## src/rtl/rom_dl_ctrl.sv

```systemverilog
// ROM download controller for the Tropical Angel core.
// Decodes HPS ioctl bytes against the fixed ROM map. Each byte becomes one of:
//   - a toggle-handshake write on SDRAM port1 (CPU ROMs)
//   - a toggle-handshake write on SDRAM port2 (sprite ROMs)
//   - a one-cycle palette/LUT BRAM strobe
//   - a DIP byte latch
// It also owns rom_loaded, load_error and the core reset stretcher.
//
// Handshake: a request is raised by inverting portN_req while a/ds/d are held
// stable. The controller has accepted the write once portN_ack equals portN_req
// again. Ack is first compared on the cycle after the toggle, and at most one
// request is outstanding across both ports.
module rom_dl_ctrl #(
  parameter logic [15:0] RST_HOLD = 16'hFFFF,
  parameter logic [16:0] ROM_SIZE = 17'h1C320
) (
  input  logic        clk,
  input  logic        reset,
  input  logic        user_reset,
  input  logic        ioctl_download,
  input  logic        ioctl_wr,
  input  logic [24:0] ioctl_addr,
  input  logic [7:0]  ioctl_dout,
  input  logic [7:0]  ioctl_index,
  output logic        ioctl_wait,
  output logic        port1_req,
  input  logic        port1_ack,
  output logic [22:0] port1_a,
  output logic [1:0]  port1_ds,
  output logic [15:0] port1_d,
  output logic        port2_req,
  input  logic        port2_ack,
  output logic [22:0] port2_a,
  output logic [1:0]  port2_ds,
  output logic [15:0] port2_d,
  output logic [3:0]  bram_wr,
  output logic [7:0]  bram_addr,
  output logic [7:0]  bram_d,
  output logic [63:0] dip_sw,
  output logic        rom_loaded,
  output logic        load_error,
  output logic        core_reset
);

  typedef enum logic [1:0] {S_IDLE = 2'd0, S_ISSUE = 2'd1, S_WAIT = 2'd2} state_t;
  typedef enum logic [1:0] {T_P1, T_P2, T_BRAM, T_DROP} tgt_t;

  logic        wr_prev_q, dl_prev_q;
  logic        wr_rise, cap_rom, cap_dip, dl_rise, dl_fall;
  logic        hold_valid_q, hold_valid_d, skid_valid_q, skid_valid_d;
  logic [24:0] hold_addr_q, hold_addr_d, skid_addr_q, skid_addr_d;
  logic [7:0]  hold_data_q, hold_data_d, skid_data_q, skid_data_d;
  logic        overflow;
  state_t      state_q, state_d;
  tgt_t        tgt_q, tgt_d, src_tgt;
  logic [24:0] src_addr;
  logic [7:0]  src_data;
  logic [23:0] sp;
  logic        pop, issue, ack_match;
  logic        p1_req_q, p1_req_d, p2_req_q, p2_req_d;
  logic [22:0] p1_a_q, p1_a_d, p2_a_q, p2_a_d;
  logic [1:0]  p1_ds_q, p1_ds_d, p2_ds_q, p2_ds_d;
  logic [15:0] p1_d_q, p1_d_d, p2_d_q, p2_d_d;
  logic [3:0]  bram_wr_q, bram_wr_d;
  logic [7:0]  bram_addr_q, bram_addr_d, bram_d_q, bram_d_d;
  logic [63:0] dip_q, dip_d;
  logic [16:0] byte_cnt_q, byte_cnt_d;
  logic        end_pend_q, end_pend_d;
  logic        rom_loaded_q, rom_loaded_d, load_error_q, load_error_d;
  logic [15:0] rst_cnt_q, rst_cnt_d;
  logic        core_reset_q, core_reset_d;

  // Edge detection on the byte strobe and the download flag.
  always_comb begin
    wr_rise = ioctl_wr & ~wr_prev_q & ioctl_download;
    cap_rom = wr_rise & (ioctl_index == 8'd0);
    cap_dip = wr_rise & (ioctl_index == 8'd254) & (ioctl_addr[24:3] == 22'd0);
    dl_rise = ioctl_download & ~dl_prev_q & (ioctl_index == 8'd0);
    dl_fall = ~ioctl_download & dl_prev_q & (ioctl_index == 8'd0);
  end

  // Decode the byte about to be issued: the skid byte when chaining out of WAIT, otherwise hold.
  always_comb begin
    src_addr = (state_q == S_WAIT) ? skid_addr_q : hold_addr_q;
    src_data = (state_q == S_WAIT) ? skid_data_q : hold_data_q;
    sp       = src_addr[23:0] - 24'h010000;
    if (src_addr < 25'h0010000)      src_tgt = T_P1;
    else if (src_addr < 25'h001C000) src_tgt = T_P2;
    else if (src_addr < 25'h001C320) src_tgt = T_BRAM;
    else                             src_tgt = T_DROP;
    ack_match = (tgt_q == T_P2) ? (p2_req_q == port2_ack) : (p1_req_q == port1_ack);
  end

  // Shared port FSM; all port/BRAM outputs are registered from here.
  always_comb begin
    state_d     = state_q;
    tgt_d       = tgt_q;
    pop         = 1'b0;
    issue       = 1'b0;
    p1_req_d    = p1_req_q;
    p1_a_d      = p1_a_q;
    p1_ds_d     = p1_ds_q;
    p1_d_d      = p1_d_q;
    p2_req_d    = p2_req_q;
    p2_a_d      = p2_a_q;
    p2_ds_d     = p2_ds_q;
    p2_d_d      = p2_d_q;
    bram_wr_d   = 4'b0000;
    bram_addr_d = bram_addr_q;
    bram_d_d    = bram_d_q;
    case (state_q)
      S_IDLE:  if (hold_valid_q) issue = 1'b1;
      S_ISSUE: begin
        if (tgt_q == T_P1 || tgt_q == T_P2) begin
          state_d = S_WAIT;
        end else begin
          pop     = 1'b1;
          state_d = S_IDLE;
        end
      end
      S_WAIT: begin
        if (ack_match) begin
          pop = 1'b1;
          if (skid_valid_q) issue = 1'b1;
          else              state_d = S_IDLE;
        end
      end
      default: state_d = S_IDLE;
    endcase
    if (issue) begin
      state_d = S_ISSUE;
      tgt_d   = src_tgt;
      case (src_tgt)
        T_P1: begin
          p1_req_d = ~p1_req_q;
          p1_a_d   = src_addr[23:1];
          p1_ds_d  = {src_addr[0], ~src_addr[0]};
          p1_d_d   = {src_data, src_data};
        end
        T_P2: begin
          // Sprite ROM bytes are merged into 32-bit words across two 16-bit lanes.
          p2_req_d = ~p2_req_q;
          p2_a_d   = {sp[23:16], sp[13:0], sp[15]};
          p2_ds_d  = {sp[14], ~sp[14]};
          p2_d_d   = {src_data, src_data};
        end
        T_BRAM: begin
          bram_wr_d   = 4'b0001 << src_addr[9:8];
          bram_addr_d = src_addr[7:0];
          bram_d_d    = src_data;
        end
        default: ;
      endcase
    end
  end

  // Hold/skid queue. The hold byte stays valid until its write completes.
  // The skid byte refills hold on completion. A byte arriving with both full is lost.
  always_comb begin
    hold_valid_d = hold_valid_q & ~pop;
    hold_addr_d  = hold_addr_q;
    hold_data_d  = hold_data_q;
    skid_valid_d = skid_valid_q;
    skid_addr_d  = skid_addr_q;
    skid_data_d  = skid_data_q;
    overflow     = 1'b0;
    if (pop && skid_valid_q) begin
      hold_valid_d = 1'b1;
      hold_addr_d  = skid_addr_q;
      hold_data_d  = skid_data_q;
      skid_valid_d = 1'b0;
    end
    if (cap_rom) begin
      if (!hold_valid_d) begin
        hold_valid_d = 1'b1;
        hold_addr_d  = ioctl_addr;
        hold_data_d  = ioctl_dout;
      end else if (!skid_valid_d) begin
        skid_valid_d = 1'b1;
        skid_addr_d  = ioctl_addr;
        skid_data_d  = ioctl_dout;
      end else begin
        overflow = 1'b1;
      end
    end
  end

  // DIP latch, byte counter and the loaded/error flags.
  always_comb begin
    dip_d        = dip_q;
    byte_cnt_d   = byte_cnt_q;
    end_pend_d   = end_pend_q;
    rom_loaded_d = rom_loaded_q;
    load_error_d = load_error_q | overflow;
    if (cap_dip) dip_d[{ioctl_addr[2:0], 3'b000} +: 8] = ioctl_dout;
    if (cap_rom && byte_cnt_q != 17'h1FFFF) byte_cnt_d = byte_cnt_q + 17'd1;
    if (dl_fall) end_pend_d = 1'b1;
    if (end_pend_q && state_q == S_IDLE && !hold_valid_q && !skid_valid_q) begin
      end_pend_d = 1'b0;
      if (byte_cnt_q >= ROM_SIZE) rom_loaded_d = 1'b1;
      else                        load_error_d = 1'b1;
    end
    if (dl_rise) begin
      byte_cnt_d   = 17'd0;
      end_pend_d   = 1'b0;
      rom_loaded_d = 1'b0;
      load_error_d = 1'b0;
    end
  end

  // Core reset stretcher: reload while any cause holds, then count down.
  always_comb begin
    if (user_reset | ~rom_loaded_q | (ioctl_download & (ioctl_index == 8'd0)))
      rst_cnt_d = RST_HOLD;
    else if (rst_cnt_q != 16'd0)
      rst_cnt_d = rst_cnt_q - 16'd1;
    else
      rst_cnt_d = 16'd0;
    core_reset_d = (rst_cnt_q != 16'd0);
  end

  // State registers.
  always_ff @(posedge clk or posedge reset) begin
    if (reset) begin
      wr_prev_q    <= 1'b0;
      dl_prev_q    <= 1'b0;
      hold_valid_q <= 1'b0;
      hold_addr_q  <= '0;
      hold_data_q  <= '0;
      skid_valid_q <= 1'b0;
      skid_addr_q  <= '0;
      skid_data_q  <= '0;
      state_q      <= S_IDLE;
      tgt_q        <= T_DROP;
      p1_req_q     <= 1'b0;
      p1_a_q       <= '0;
      p1_ds_q      <= '0;
      p1_d_q       <= '0;
      p2_req_q     <= 1'b0;
      p2_a_q       <= '0;
      p2_ds_q      <= '0;
      p2_d_q       <= '0;
      bram_wr_q    <= '0;
      bram_addr_q  <= '0;
      bram_d_q     <= '0;
      dip_q        <= '0;
      byte_cnt_q   <= '0;
      end_pend_q   <= 1'b0;
      rom_loaded_q <= 1'b0;
      load_error_q <= 1'b0;
      rst_cnt_q    <= RST_HOLD;
      core_reset_q <= 1'b1;
    end else begin
      wr_prev_q    <= ioctl_wr;
      dl_prev_q    <= ioctl_download;
      hold_valid_q <= hold_valid_d;
      hold_addr_q  <= hold_addr_d;
      hold_data_q  <= hold_data_d;
      skid_valid_q <= skid_valid_d;
      skid_addr_q  <= skid_addr_d;
      skid_data_q  <= skid_data_d;
      state_q      <= state_d;
      tgt_q        <= tgt_d;
      p1_req_q     <= p1_req_d;
      p1_a_q       <= p1_a_d;
      p1_ds_q      <= p1_ds_d;
      p1_d_q       <= p1_d_d;
      p2_req_q     <= p2_req_d;
      p2_a_q       <= p2_a_d;
      p2_ds_q      <= p2_ds_d;
      p2_d_q       <= p2_d_d;
      bram_wr_q    <= bram_wr_d;
      bram_addr_q  <= bram_addr_d;
      bram_d_q     <= bram_d_d;
      dip_q        <= dip_d;
      byte_cnt_q   <= byte_cnt_d;
      end_pend_q   <= end_pend_d;
      rom_loaded_q <= rom_loaded_d;
      load_error_q <= load_error_d;
      rst_cnt_q    <= rst_cnt_d;
      core_reset_q <= core_reset_d;
    end
  end

  assign ioctl_wait = skid_valid_q;
  assign port1_req  = p1_req_q;
  assign port1_a    = p1_a_q;
  assign port1_ds   = p1_ds_q;
  assign port1_d    = p1_d_q;
  assign port2_req  = p2_req_q;
  assign port2_a    = p2_a_q;
  assign port2_ds   = p2_ds_q;
  assign port2_d    = p2_d_q;
  assign bram_wr    = bram_wr_q;
  assign bram_addr  = bram_addr_q;
  assign bram_d     = bram_d_q;
  assign dip_sw     = dip_q;
  assign rom_loaded = rom_loaded_q;
  assign load_error = load_error_q;
  assign core_reset = core_reset_q;

endmodule

```

## config.mk

```make
export PLATFORM = sky130hd
export DESIGN_NAME = rom_dl_ctrl
export DESIGN_NICKNAME = d
export VERILOG_FILES = /design/src/rtl/rom_dl_ctrl.sv
export SDC_FILE = /design/constraint.sdc
export NUM_CORES = 1
export LEC_CHECK = 0
export CAP_MARGIN = 40
export CORE_ASPECT_RATIO = 0.8
export CORE_MARGIN = 2
export CORE_UTILIZATION = 56
export DETAILED_ROUTE_END_ITERATION = 6
export PLACE_DENSITY = 0.85
export SYNTH_ARGS = -nofsm -noshare
export SYNTH_HDL_FRONTEND = slang
export SYNTH_SLANG_ARGS = --single-unit
```

## constraint.sdc

```tcl
create_clock -name clk -period 23.1 [get_ports clk]
set_clock_uncertainty 0.05 [all_clocks]
set_input_delay 4.62 -clock clk [delete_from_list [all_inputs] [get_ports clk]]
set_output_delay 4.62 -clock clk [all_outputs]
set_load 0.02 [all_outputs]
```

==> results of run 1 <==
layout make-up:
type / instances / area, sq um
clock buffer: 38 / 775.7
timing repair buffer: 236 / 2357
clock inverter: 9 / 181.4
multi-input combinational: 604 / 4765
fill: 1371 / 5468
tap: 269 / 336.6
inverter: 23 / 93.84
sequential: 263 / 6605
synth_stat cells, drive strengths merged (6+ instances only):
| library cell | count |
|---|---|
| ha | 10 |
| mux2i | 18 |
| o21ai | 34 |
| nand2 | 69 |
| nand3 | 23 |
| dfstp | 19 |
| or2 | 13 |
| o221a | 33 |
| nor2b | 18 |
| xnor2 | 20 |
| or4 | 6 |
| nor2 | 53 |
| dfrtp | 244 |
| nand2b | 6 |
| clkbuf | 24 |
| inv | 23 |
| nor4 | 21 |
| xor2 | 8 |
| buf | 30 |
| nand4 | 13 |
| nor3 | 20 |
| a21oi | 13 |
| and2 | 10 |
| mux2 | 164 |
tightest hold or removal path, delay by kind of cell (launching register included):
kind | cells | cell delay, ps
flops | 1 | 340
simple gates | 2 | 100
per-stage QoR:
step	power (mW)	area (sq um)	setup slack [ps]	hold slack, ps	std cells
finish	1.030	15110	15840	427.5	1442
global route	1.063	15110	15620	443.5	1442
CTS	1.035	15110	15890	436.3	1442
detailed placement	0.5703	14160	15390	419.0	1395
global placement	0.5658	14080	15480	406.6	1390
floorplan	0.5355	11690	11220	428.3	944
state kept, by name, summed over array words and instances (netlist names), 2 cells and up:
register,flops
skid_data_q,8
port2_d,8
hold_data_q,8
port2_ds,2
port1_d,8
bram_addr,8
byte_cnt_q,17
dip_sw,64
port2_a,23
tgt_q,2
bram_wr,4
rst_cnt_q,16
hold_addr_q,25
port1_a,23
bram_d,8
state_q,2
port1_ds,2
skid_addr_q,25
kinds of logic (layout without fill, tap and decap cells):
kind of cell,count (synthesis),in the layout,synth area share (%)
simple gates,284,284,13.29
flops,263,263,56.52
mux,182,182,17.38
compound gates,100,100,6.553
buf+inv,77,306,3.094
xor+xnor,28,28,2.099
fa+ha+maj,10,10,1.071
report_power, final:
part | leakage (nW) | switching [mW] | internal (mW)
clock | 0.472 | 0.179 | 0.288
combinational | 2.97 | 0.0501 | 0.0357
sequential | 3.53 | 0.00679 | 0.470
total | 6.97 | 0.236 | 0.794
layer usage:
layer	track usage, %	share of wire, %	vias to the layer above
li1	-	-	3800
met1	36.12	42	4239
met2	43.36	47	313
met3	6.507	7.2	63
met4	8.094	2.8	2
met5	0	0.044	-
path summary, 6_finish.rpt:
path / from / endpoint / slack (ps) / cells after the start
setup / recovery: ioctl_addr[0] / dip_sw[27]$_DFFE_PP0P_ / 15840 / 9
hold / removal: dip_sw[8]$_DFFE_PP0P_ / dip_sw[8]$_DFFE_PP0P_ / 430 / 2
setup reg to reg: state_q[0]$_DFFE_PP0P_ / port2_d[8]$_DFFE_PP0P_ / 19540 / 8
hold reg to reg: dip_sw[8]$_DFFE_PP0P_ / dip_sw[8]$_DFFE_PP0P_ / 430 / 2
max in group asynchronous: reset / skid_addr_q[13]$_DFFE_PP0P_ / 17250 / 4
min in group asynchronous: reset / dip_sw[23]$_DFFE_PP0P_ / 4560 / 2
==> impl_results.md, run 1 <==
- Critical Path End Type: flip-flop
- DRT Wirelength: 29,300 um
- Fmax: 137.8 MHz
- Maximum capacitance violations: 0
- Site Rows: 47
- Clk_lat worst skew: 530 ps
- Register clock-pin slew on the reported worst setup and hold paths: 70 ps
- Most frequent cells in the layout: dfrtp_1 (244), clkdlybuf4s50_1 (219), mux2_2 (162)
- Die Footprint: 22,050 sq um
- Most used DFF post-synth: dfrtp_1
- Status: complete, but fails checks
- Synth Warn #: 0
- Fraction of layout cells with a size suffix above 1: 26.00%
- Vias in the first global route: between 8,000 and 9,000
- Root buf cell: clkbuf_16
- Crit Path Class: in -> reg
- Pin count of the biggest net entering global routing: 106
- Tcrit/Tclk final: a little under a third
- Commonest non-fill, non-tap cell in the layout: dfrtp_1
- WP buf/inv: 2
- Worst Path Arrival: ~7600 ps
- Post-synth top area share: 52.25%
- Leak Pwr: 6.969 nW
- Crit path max fanout: 21
- Seq/Total Area, Yosys: 56.52%
- DR vias/cell: 5.837
- Synth area leader: dfrtp_1
- Post-layout net count: 1,212
- GR Util All Layers: 26.80%
- Post-DP HPWL: about 20,000 um
- Final core utilization: about 73%
- Gate Count Post-Synth: 944
- Die W: 165.5 um
- CTS H-tree lvls: 1
- Worst-path cell chain: clkdlybuf4s50_1 -> inv_1 -> ha_1 -> ha_1 -> nor2b_1 -> nor3b_1 -> nand4_1 -> nand2_1 -> o21ai_0
- Area contributors post-synth: dfrtp_1 (52%), mux2_2 (16%), dfstp_2 (4.3%)
- Netlist Area Pre-Place: 11,690 sq um
- Count of final setup violators: 0
- Hold WC Path Type: reg -> reg
- Initial antenna violation count: 1
- Most common cell on crit path: ha_1
- Clock Tree Buf Depth: 3
- RePlAce Congestion: 0.8570
- Slew Limit Fails: 0
- Worst path slowest cell: ha_1
- First-pass GRT wire length: 46,620 um
- DRT iter0 DRCs: 789
- Initial Util: a little under three fifths
- Height of the die: 133.2 um
- Residual DRC: 5
- Antenna viol nets, final: 0
- Port bufs: 219
- CTS buffer count: 26
- Post_cts resized: 0
- WL/cell: 20.32 um
- Pwr/cell area: roughly 68 nW/um^2
- Slew Limit Headroom: around 47%
- Number of synthesized register bits: between 200 and 300
- CTS tree: built
- Fraction of registers with async set/reset: 100.0%
- Delay-heaviest family, CP: simple AND/OR/NAND/NOR gates
- Overflow after GRT: 0
- Failing checks: design-rule violations
- Core region area: roughly 21,000 sq um
- Io pins: 220
- Hold Violations, Final: 0
- Setup TNS: 0 ps
- Worst Setup Start Kind: input pin
- Unique masters post-synth: 60
- Antenna diodes: 0
- Syn_area_per_cell: 12.38 sq um
- RSZ-0062 raised after global routing: false
- First-pass DRT Iterations: 7
- Mapped Nets: 1,002
- Worst-Margin Slew: 782.9 ps
- Worst EP required: 23,460 ps
- Slowest cell delay on critical path: 700 ps
- Hold-fix buffers, CTS: 0
- Area grow syn2layout: 29.34%
- Via count: 8,417
- CTS sink cnt: 263
- Post-CTS setup buffer count: 0
- Tmin final: about 7300 ps
- Number of flops mapped to enable cells by yosys: 0
- VDD IR max: 0.07377 mV
No activity file was read; power rests on OpenSTA's default activity.
==> run 2: changes to the inputs <==
--- a/config.mk
+++ b/config.mk
@@ -8,9 +8,9 @@
 export CAP_MARGIN = 40
 export CORE_ASPECT_RATIO = 0.8
 export CORE_MARGIN = 2
-export CORE_UTILIZATION = 56
+export CORE_UTILIZATION = 52
 export DETAILED_ROUTE_END_ITERATION = 6
-export PLACE_DENSITY = 0.85
+export PLACE_DENSITY = 0.8
 export SYNTH_ARGS = -nofsm -noshare
 export SYNTH_HDL_FRONTEND = slang
 export SYNTH_SLANG_ARGS = --single-unit
==> constraint.sdc (replaced) <==
create_clock -name clk -period 7.1 [get_ports clk]
set_clock_uncertainty 0.05 [all_clocks]
set_input_delay 1.42 -clock clk [delete_from_list [all_inputs] [get_ports clk]]
set_output_delay 1.42 -clock clk [all_outputs]
set_load 0.02 [all_outputs]
==> impl_results.md, run 2 (synthesis gave the netlist of run 1 again) <==
- Antenna diodes: 0
- Worst EP required: 7460 ps
- First-pass GRT wire length: roughly 46,000 um
- Max FFs per register: 64
- Worst Setup Start Kind: input pin
- Height of the die: 138.1 um
- Io pins: 220
- Post-DP HPWL: 19,640 um
- Maximum capacitance violations: 0
- Die Footprint: 23,700 sq um
- Setup TNS: 0 ps
- Via count: 8,330
- VDD IR max: 0.1877 mV
- Crit Path Class: in -> reg
- Clock Tree Buf Depth: 3
- Hold path depth: 2
- Clk_lat worst skew: 530 ps
- Register clock-pin slew on the reported worst setup and hold paths: 60 ps
- DRT iter0 DRCs: between 600 and 700
- Crit path max fanout: 21
- Most frequent cells in the layout: dfrtp_1 (244), clkdlybuf4s50_1 (219), mux2_2 (162)
- Pwr/cell area: 216.8 nW/um^2
- Slew Limit Fails: 0
- Fillers: between 1,500 and 2,000
- Worst Hold Path EP: dip_sw[8]$_DFFE_PP0P_
- CTS H-tree lvls: 1
- R2R Setup Slk: 3580 ps
- Fraction of layout cells with a size suffix above 1: 26.30%
- DR vias/cell: 5.625
- Port bufs: between 200 and 250
- Status: complete, no violations
- Count of final setup violators: 0
- Vias in the first global route: 8,488
- Final hold slack: 431.5 ps
- Core region area: around 22,000 sq um
- Most common cell on crit path: ha_1
- Antenna viol nets, final: 0
- Worst reg2reg path endpoint: port2_d[11]$_DFFE_PP0P_
- WL/cell: 19.45 um
- Hold Violations, Final: 0
- GR Util All Layers: approximately a quarter
- Worst-Margin Slew: 836.9 ps
- Tcrit/Tclk final: ~56%
- Post-CTS setup buffer count: 0
- Die W: 171.6 um
- Area grow syn2layout: 29.33%
- Hold WC Path Type: reg -> reg
- Overflow after GRT: 0
- Hold-fix buffers, CTS: 0
- Min-delay src: dip_sw[8]$_DFFE_PP0P_
- Residual DRC: 0
- Worst reg2reg path depth: 8
- Worst Path Arrival: 4330 ps
- DRT Wirelength: 28,810 um
- Worst path slowest cell: clkdlybuf4s50_1
- Initial Util: 52.51%
- Fmax: 251.9 MHz
- CTS sink cnt: 263
- Worst-path cell chain: clkdlybuf4s50_1 -> inv_1 -> ha_1 -> ha_1 -> nor2b_1 -> nor3b_1 -> nand4_1 -> nand2_1 -> o21ai_0
- RePlAce Congestion: about 0.84
- First-pass DRT Iterations: 5
- Commonest non-fill, non-tap cell in the layout: dfrtp_1
- CP startpoint: ioctl_addr[0]
- Slew Limit Headroom: 44.21%
- CTS buffer count: 26
- Leak Pwr: 6.947 nW
- Worst reg2reg path startpoint: state_q[0]$_DFFE_PP0P_
- CTS tree: built
- Pin count of the biggest net entering global routing: 69
- Slowest cell delay on critical path: 690 ps
- Post-layout net count: 1,213
- Tmin final: 3970 ps
- Root buf cell: clkbuf_16
- Site Rows: 49
- RSZ-0062 raised after global routing: false
- Initial antenna violation count: 0
- Critical Path End Type: flip-flop
- Post_cts resized: 0
[run 2: cell types whose count changed in the layout (fill, tap and decap cells not counted), moves of 2 or more]
cell,delta
buf_4,+2
clkbuf_1,-2
clkinvlp_4,+2
clkinv_2,+5
bufinv_16,-2
clkbuf_8,-2
[run 2: layer usage]
| layer | routed length [um] | GRT usage (%) | vias to the layer above |
|---|---|---|---|
| li1 | - | - | 3796 |
| met1 | 12480 | 33.91 | 4228 |
| met2 | 13790 | 39.23 | 266 |
| met3 | 1976 | 5.554 | 40 |
| met4 | 562 | 5.352 | 0 |
| met5 | 0 | 0 | - |
[run 2: final cells by class]
type | instances | area, sq um | share of cell area, %
multi-input cells | 604 | 4765 | 31.53
well taps | 306 | 382.9 | 2.533
inverters | 23 | 90.09 | 0.5961
clock buffers | 35 | 765.7 | 5.067
repair buffers | 237 | 2351 | 15.56
clock inverters | 13 | 153.9 | 1.018
flip-flops and latches | 263 | 6605 | 43.70
[run 2: how the worst max path moves through the flow]
stage                                     endpoint  slack [ps]  depth (start not counted)
after floorplan           bram_addr[0]$_DFFE_PP0P_        2180                          1
after global placement      dip_sw[25]$_DFFE_PP0P_        2620                          9
after detailed placement   port2_a[12]$_DFFE_PP0P_        2580                          7
after CTS                   dip_sw[27]$_DFFE_PP0P_        3140                          9
after global routing        dip_sw[28]$_DFFE_PP0P_        2820                          9
final                       dip_sw[30]$_DFFE_PP0P_        3130                          9
[run 2: metrics by stage]
step                      power [mW]  worst slack, ps  std cells  utilization, %  area [sq um]
after floorplan                1.743             2176        944               -         11690
after global placement         1.843             2622       1429           63.54         14140
after detailed placement       1.852             2580       1433           63.78         14190
after CTS                      3.305             3139       1481           67.91         15110
after global routing           3.396             2824       1481           67.91         15110
final                          3.277             3130       1481           67.91         15110
[run 2: critical path, delay by kind of cell]
kind                     cells  cell delay, ps
adder cells (fa/ha/maj)      2             890
AND/OR/NAND/NOR              4            1100
AO/OA/AOI/OAI                1              90
buffers and inverters        2             830
[run 2: power breakdown]
part | switching (mW) | internal [mW]
combinational | 0.159 | 0.115
sequential | 0.0209 | 1.53
clock | 0.586 | 0.868
total | 0.766 | 2.51
